**config.mk**
```make
export PLATFORM = sky130hd
export DESIGN_NAME = branch_predictor_bht
export DESIGN_NICKNAME = d
export VERILOG_FILES = /design/src/rtl/branch_predictor_bht.sv
export SDC_FILE = /design/constraint.sdc
export NUM_CORES = 2
export LEC_CHECK = 0
export CAP_MARGIN = 20
export CORE_ASPECT_RATIO = 2
export CORE_UTILIZATION = 40
export CTS_CLUSTER_DIAMETER = 50
export DETAILED_ROUTE_END_ITERATION = 6
export GPL_ROUTABILITY_DRIVEN = 0
export SETUP_SLACK_MARGIN = 0.3
export SLEW_MARGIN = 25
export SYNTH_ARGS = -nofsm -noshare
export SYNTH_HDL_FRONTEND = slang
export SYNTH_SLANG_ARGS = --single-unit
export TNS_END_PERCENT = 30
```
**constraint.sdc**
```tcl
create_clock -name clk -period 7.9 [get_ports clk]
set_clock_uncertainty 0.15 [all_clocks]
set_input_delay 1.185 -clock clk [delete_from_list [all_inputs] [get_ports clk]]
set_output_delay 1.185 -clock clk [all_outputs]
set_load 0.01 [all_outputs]
```
**src/rtl/branch_predictor_bht.sv**
```systemverilog
// rtl/branch_predictor_bht.sv - tagged branch history table with saturating counters and event stats
// Optional gshare indexing is enabled by defining BP_GSHARE_EN.
module branch_predictor_bht #(
   parameter int PC_WIDTH   = 32,
   parameter int LINES      = 64,
   parameter int CTR_WIDTH  = 2,
   parameter int HIST_BITS  = 8,
   parameter int STAT_WIDTH = 32
) (
   input  logic                  clk,
   input  logic                  rst_n,
   input  logic [PC_WIDTH-1:0]   guess_pc,
   input  logic                  guess_valid,
   output logic                  guess_taken,
   output logic [HIST_BITS-1:0]  guess_hist,
   input  logic [PC_WIDTH-1:0]   check_pc,
   input  logic                  check_valid,
   input  logic                  check_taken,
   input  logic                  check_pred,
   input  logic [HIST_BITS-1:0]  check_hist,
   output logic [STAT_WIDTH-1:0] stat_branches,
   output logic [STAT_WIDTH-1:0] stat_mispredicts
);
   localparam int IB    = $clog2(LINES);
   localparam int TAG_W = PC_WIDTH - IB - 2;
   localparam logic [CTR_WIDTH-1:0] CTR_MAX = '1;
   localparam logic [CTR_WIDTH-1:0] CTR_WT  = CTR_WIDTH'(1) << (CTR_WIDTH - 1);
   localparam logic [CTR_WIDTH-1:0] CTR_WN  = CTR_WT - CTR_WIDTH'(1);

   logic                 valid_q [LINES];
   logic [TAG_W-1:0]     tag_q   [LINES];
   logic [CTR_WIDTH-1:0] ctr_q   [LINES];

   logic [IB-1:0]        look_off, upd_off;
   logic [IB-1:0]        gidx, uidx;
   logic [TAG_W-1:0]     gtag, utag;
   logic                 uhit;
   logic [CTR_WIDTH-1:0] ctr_cur, ctr_next;
   logic                 unused_ok;

`ifdef BP_GSHARE_EN
   logic [HIST_BITS-1:0] ghr;

   // History shifts in resolved outcomes, oldest bit falls off the top
   always_ff @(posedge clk or negedge rst_n) begin
      if (!rst_n)
         ghr <= '0;
      else if (check_valid)
         ghr <= HIST_BITS'({ghr, check_taken});
   end

   assign guess_hist = ghr;
   assign look_off   = IB'(ghr);
   assign upd_off    = IB'(check_hist);
   assign unused_ok  = ^{guess_pc[1:0], check_pc[1:0]};
`else
   assign guess_hist = '0;
   assign look_off   = '0;
   assign upd_off    = '0;
   assign unused_ok  = ^{check_hist, guess_pc[1:0], check_pc[1:0]};
`endif

   assign gidx = guess_pc[IB+1:2] ^ look_off;
   assign gtag = guess_pc[PC_WIDTH-1:IB+2];
   assign uidx = check_pc[IB+1:2] ^ upd_off;
   assign utag = check_pc[PC_WIDTH-1:IB+2];

   // Lookup reads registered state only, so a same-cycle update is not bypassed
   assign guess_taken = guess_valid && valid_q[gidx] && (tag_q[gidx] == gtag)
                        && ctr_q[gidx][CTR_WIDTH-1];

   assign uhit    = valid_q[uidx] && (tag_q[uidx] == utag);
   assign ctr_cur = ctr_q[uidx];

   always_comb begin
      ctr_next = check_taken ? CTR_WT : CTR_WN;
      if (uhit) begin
         if (check_taken)
            ctr_next = (ctr_cur == CTR_MAX) ? ctr_cur : ctr_cur + CTR_WIDTH'(1);
         else
            ctr_next = (ctr_cur == '0) ? ctr_cur : ctr_cur - CTR_WIDTH'(1);
      end
   end

   always_ff @(posedge clk or negedge rst_n) begin
      if (!rst_n) begin
         for (int i = 0; i < LINES; i++) begin
            valid_q[i] <= 1'b0;
            tag_q[i]   <= '0;
            ctr_q[i]   <= '0;
         end
      end else if (check_valid) begin
         valid_q[uidx] <= 1'b1;
         tag_q[uidx]   <= utag;
         ctr_q[uidx]   <= ctr_next;
      end
   end

   always_ff @(posedge clk or negedge rst_n) begin
      if (!rst_n) begin
         stat_branches    <= '0;
         stat_mispredicts <= '0;
      end else if (check_valid) begin
         if (stat_branches != '1)
            stat_branches <= stat_branches + STAT_WIDTH'(1);
         if ((check_pred != check_taken) && (stat_mispredicts != '1))
            stat_mispredicts <= stat_mispredicts + STAT_WIDTH'(1);
      end
   end
endmodule

```
---- After elaboration in Yosys (flattened, before gate mapping) ----
Index checks and enable logic that the tools add are counted.
word-level totals
  register bits ........................... 1792
  input bits .............................. 78
  logic and storage cells ................. 250
cells by class
  add/subtract/negate cells ............... 4
  $lt $le $gt $ge ......................... 3
  eq/ne operators ......................... 6
  muxes and demuxes ....................... 31
  bitwise operators ....................... 3
  reduce and logical (&&, ||, !) cells .... 9
operator list
  operator                                                     number
  bitwise mux 1536 bit                                         1
  binary-select mux 24 bit (select 6 bit)                      2
  demux 24 bit (select 6 bit)                                  1
  bitwise mux 128 bit                                          1
  two-way mux 24 bit                                           5
  adder 32 x 1 -> 32 bit (second input constant)               2
  inequality test 32 bit (second input constant)               2
  bitwise OR 64 bit                                            1
  == test 24 bit                                               2
  binary-select mux 2 bit (select 6 bit)                       2
  two-way mux 2 bit                                            10
  greater-or-equal comparator 7 bit (second input constant)    2
  NOT 6 -> 7 bit                                               2
  binary-select mux 1 bit (select 6 bit)                       2
  demux 2 bit (select 6 bit)                                   1
  less-than comparator 7 x 1 -> 1 bit (second input constant)  1
  demux 1 bit (select 6 bit)                                   1
  logical AND 1 bit                                            6
  two-way mux 1 bit                                            5
  AND reduction 2 bit                                          2
  adder 2 x 1 -> 2 bit (second input constant)                 1
  == test 2 bit (second input constant)                        1
  logical NOT 2 bit                                            1
  subtractor 2 x 1 -> 2 bit (second input constant)            1
  inequality test 1 bit                                        1

---- Depth between registers and ports, before layout ----
  depth after elaboration ................. 9
  depth in mapped cells ................... 19

---- Worst setup path before layout ----
OpenSTA, ideal clock, no wires.
  path kind ............................... input-to-output
  start ................................... input guess_pc[2]
  end ..................................... output guess_taken
  arrival ................................. 4.875 ns
  data required time ...................... 6.565 ns
  slack ................................... 1.690 ns
  stages on the path ...................... 10
  path buffers ............................ 4
  path through ............................ clkbuf_1 clkbuf_1 buf_1 buf_1 mux4_2 mux4_2 mux4_2 xnor2_1 nand4_1 nor4_1
between the ends
  longest elaborated chain between the ends .. 7
  elaborated cells between the ends (all ways) .. 14
RTL lines
  element                                                                                                   RTL line  text
  start, declared                                                                                           12        input logic [PC_WIDTH-1:0] guess_pc,
  NOT 6 -> 7 bit (implied by the code) (*)                                                                  69, 70
  binary-select mux 24 bit (select 6 bit) / binary-select mux 1 bit (select 6 bit) (equally long branches)  69        assign guess_taken = guess_valid && valid_q[gidx] && (tag_q[gidx] == gtag)
  two-way mux 24 bit (implied by the code) / two-way mux 1 bit (equally long branches) (2 in a row)         69
  == test 24 bit / logical AND 1 bit (equally long branches)                                                69
  logical AND 1 bit                                                                                         69
  logical AND 1 bit (*)                                                                                     70        && ctr_q[gidx][CTR_WIDTH-1];
  end, declared                                                                                             14        output logic guess_taken,
Mark *: on every way between the ends. The rest lies on a longest branch, timed or not. The select of a mux whose other input is x is not followed.

---- Worst setup path in the final report ----
Same ends and word-level chain as after synthesis.

==> reports/qor.txt <==
status -> finished, violations left
failing checks -> DRC
compound-cell area share of the yosys netlist -> 6.01%
fmax -> 0.135 GHz
Root Driver -> clkbuf_16
Initial Util -> 40.3%
CP Data Required Time -> 6.57 ns
CP Max Fanout -> 46
Synth area leaders -> dfrtp_1 47%, mux4_2 18%, mux2_2 12%, nand2_1 7.3%, clkbuf_1 2.1%
drt wl/cell -> 39.1 um
largest net degree at the start of global routing -> 171
max_slew headroom -> 18.8%
worst path arrival time -> 6.05 ns
Detail Route Antenna Nets -> 0
First-pass DRT Iterations -> 7
remaining global-route overflow -> 0
Post-Syn Area -> 94900 sq um
GRT Util Overall -> 35.0%
Setup violations, final -> 0
Worst setup EP type -> output port
Fin Setup TNS -> 0 ns
initial antenna violation count -> 36
CP bufs+invs -> 5
RSZ-0062 raised after global routing -> false
CP max-delay cell -> nor4_2
most numerous cell in the Yosys netlist -> nand2_1
Worst Setup Start Kind -> input port
Skew-Pair Late Insertion Delay -> 0.91 ns
power consumption -> 24.4 mW
reg-to-reg startpoint -> tag_q[447]
fraction of the mapped netlist area in simple logic gates -> 10.3%
Vias per Instance -> 6.81
Worst Max-Slew Pin Slew -> 1.21 ns
number of warnings issued by yosys -> 0
vias in the first global route -> 73800
# IOs -> 151
final hold slack -> 0.0692 ns
most frequent cells after synthesis -> 1841 x nand2_1, 1792 x dfrtp_1, 993 x mux2_2
via count -> 73600
crit path from -> guess_pc[2]
internal power -> 17.3 mW
worst slack, placed -> 0.483 ns
syn_area_per_cell -> 12.2 sq um
hold buffers post-CTS -> 0
Sw Share -> 28.8%
Core Footprint -> 236000 sq um
slowest stage delay, CP -> 0.58 ns
XOR/XNOR share of the synthesized area -> 0.979%
worst setup margin -> 0.520 ns
Tmin final -> 7.38 ns
worst-path cell chain -> buf_8, buf_12, mux4_2, mux4_2, mux4_2, xor2_1, nor4_1, buf_4, nand3_1, nor4_2, buf_4, clkdlybuf4s50_1
Yosys cell types -> 85
fraction of registers with async set/reset -> 100%
Yosys reg bits -> 1792
clock share of power -> 35.8%
Comb power frac -> 17.5%
Num Clock Sinks -> 1792
fin nets -> 7693
HPWL after DPL -> 259000 um
total CTS buffers -> 172
CP delay by family, top -> multiplexers
Final Slew Violations -> 0
number of synthesized flops with an enable pin -> 0
Synth Flop Type -> dfrtp_1
layout cells sized above 1 -> 32.6%
final hold vios -> 0
drt total wl -> 422000 um
Pleak -> 47.7 nW
violation count after the first detailed-route iteration -> 10500
CTS tree -> built
die area -> 239000 sq um
Max Cap Viol -> 0
IO Port Bufs -> 130
VDD IR-drop max -> 0.184 mV
die width -> 346 um
Max H-tree Level -> 4
post-synthesis mux area share -> 31.7%
top-area cell type share of the netlist area -> 47.3%
largest family of logic cells by synthesized area -> multiplexers
Reg clk slew, reported paths -> 0.07 ns
type of the most critical hold path -> in -> async
Psw -> 7.02 mW
Gate Count Post-Synth -> 7773
Area growth syn-to-layout -> 11.6%
cell mode on critical path -> mux4_2
Post-Synth Adder-Cell Area -> 0.0264%
Final Cycle Share -> 93.4%
DR DRC count -> 3
first-pass GRT wire length -> 586000 um
Synth area leader -> dfrtp_1
register area share after synthesis -> 47.3%
Die Y -> 691 um
sequential share of power -> 46.7%
Core Rows -> 252
PwrDens -> 230 nW/um^2
WS Path Type -> in -> out
clock tree buffer depth -> 4
Fillers -> 21200
## layout make-up
cell class | instances | area, sq um | share of cell area (%)
clock inverter | 48 | 524 | 0.495
tap | 3048 | 3810 | 3.60
antenna | 17 | 42.5 | 0.0402
multi-input combinational | 5197 | 47100 | 44.5
inverter | 18 | 70.1 | 0.0662
sequential | 1792 | 44800 | 42.3
timing repair buffer | 432 | 4300 | 4.06
clock buffer | 254 | 5170 | 4.88
## cells by family (layout without fill, tap and decap cells)
| family | count (synthesis) | in the layout |
|---|---|---|
| mux | 1930 | 1930 |
| xor+xnor | 106 | 106 |
| compound gates | 813 | 813 |
| simple gates | 2338 | 2338 |
| other cells | 1 | 25 |
| flops | 1792 | 1792 |
| fa+ha+maj | 2 | 2 |
| buf+inv | 791 | 752 |
## metal layers
metal / vias up / global-route usage [%] / wire length (um)
li1: 28000 / - / -
met1: 38100 / 39.3 / 135000
met2: 5573 / 52.9 / 188000
met3: 1847 / 10.4 / 49000
met4: 24 / 33.4 / 49600
met5: - / 0 / 222
## layout by cell type, fill, tap and decap left out, types with 49 or more instances in the layout
| master | Yosys | routed |
|---|---|---|
| dfrtp_1 | 1792 | 1792 |
| o21ai_0 | 205 | 205 |
| mux4_2 | 756 | 756 |
| xor2_1 | 51 | 50 |
| nor2_1 | 129 | 92 |
| mux2i_1 | 180 | 180 |
| buf_4 | 46 | 242 |
| nand3_1 | 92 | 92 |
| a22oi_1 | 92 | 92 |
| clkbuf_16 | 0 | 175 |
| clkdlybuf4s50_1 | 0 | 95 |
| nand2_1 | 1841 | 1787 |
| a221oi_1 | 97 | 97 |
| buf_12 | 0 | 52 |
| clkbuf_8 | 0 | 49 |
| o22ai_1 | 71 | 71 |
| nand2b_1 | 56 | 55 |
| o31ai_1 | 58 | 58 |
| mux2_2 | 993 | 993 |
| xnor2_1 | 55 | 54 |
## repair_timing
item	in CTS	in global routing
setup endpoints to repair	0	1
buffers inserted	0	0
gates resized for setup	0	1
## per-stage QoR
stage | cell area (sq um) | cells | utilization [%]
CTS | 106000 | 10800 | 44.9
global placement | 99800 | 10500 | 42.4
finish | 106000 | 10800 | 45.0
global route | 106000 | 10800 | 45.0
detailed placement | 100000 | 10500 | 42.4
floorplan | 94900 | 7780 | -
## path summary, 6_finish.rpt
check,end,slack (ns),cells after the start
worst max-delay path,guess_taken,0.52,12
worst min-delay path,tag_q[1471],0.07,1
worst max register to register,ctr_q[111],3.11,11
worst min register to register,ctr_q[20],0.33,2
max in group asynchronous,tag_q[224],5.28,4
min in group clk,ctr_q[20],0.33,2
## sequential cells by signal, indices dropped and copies added (netlist names)
name              count
ctr_q               128
stat_branches        32
stat_mispredicts     32
tag_q              1536
valid_q              64
## power groups by stage
stage	clock (mW)	combinational (mW)	sequential [mW]
final	8.73	4.26	11.4
after global routing	9.06	4.48	11.5
after CTS	8.75	4.18	11.3
after detailed placement	0	4.17	11.5
after global placement	0	4.06	11.4
after floorplan	0	2.86	11.1
No activity file was read; power rests on OpenSTA's default activity.
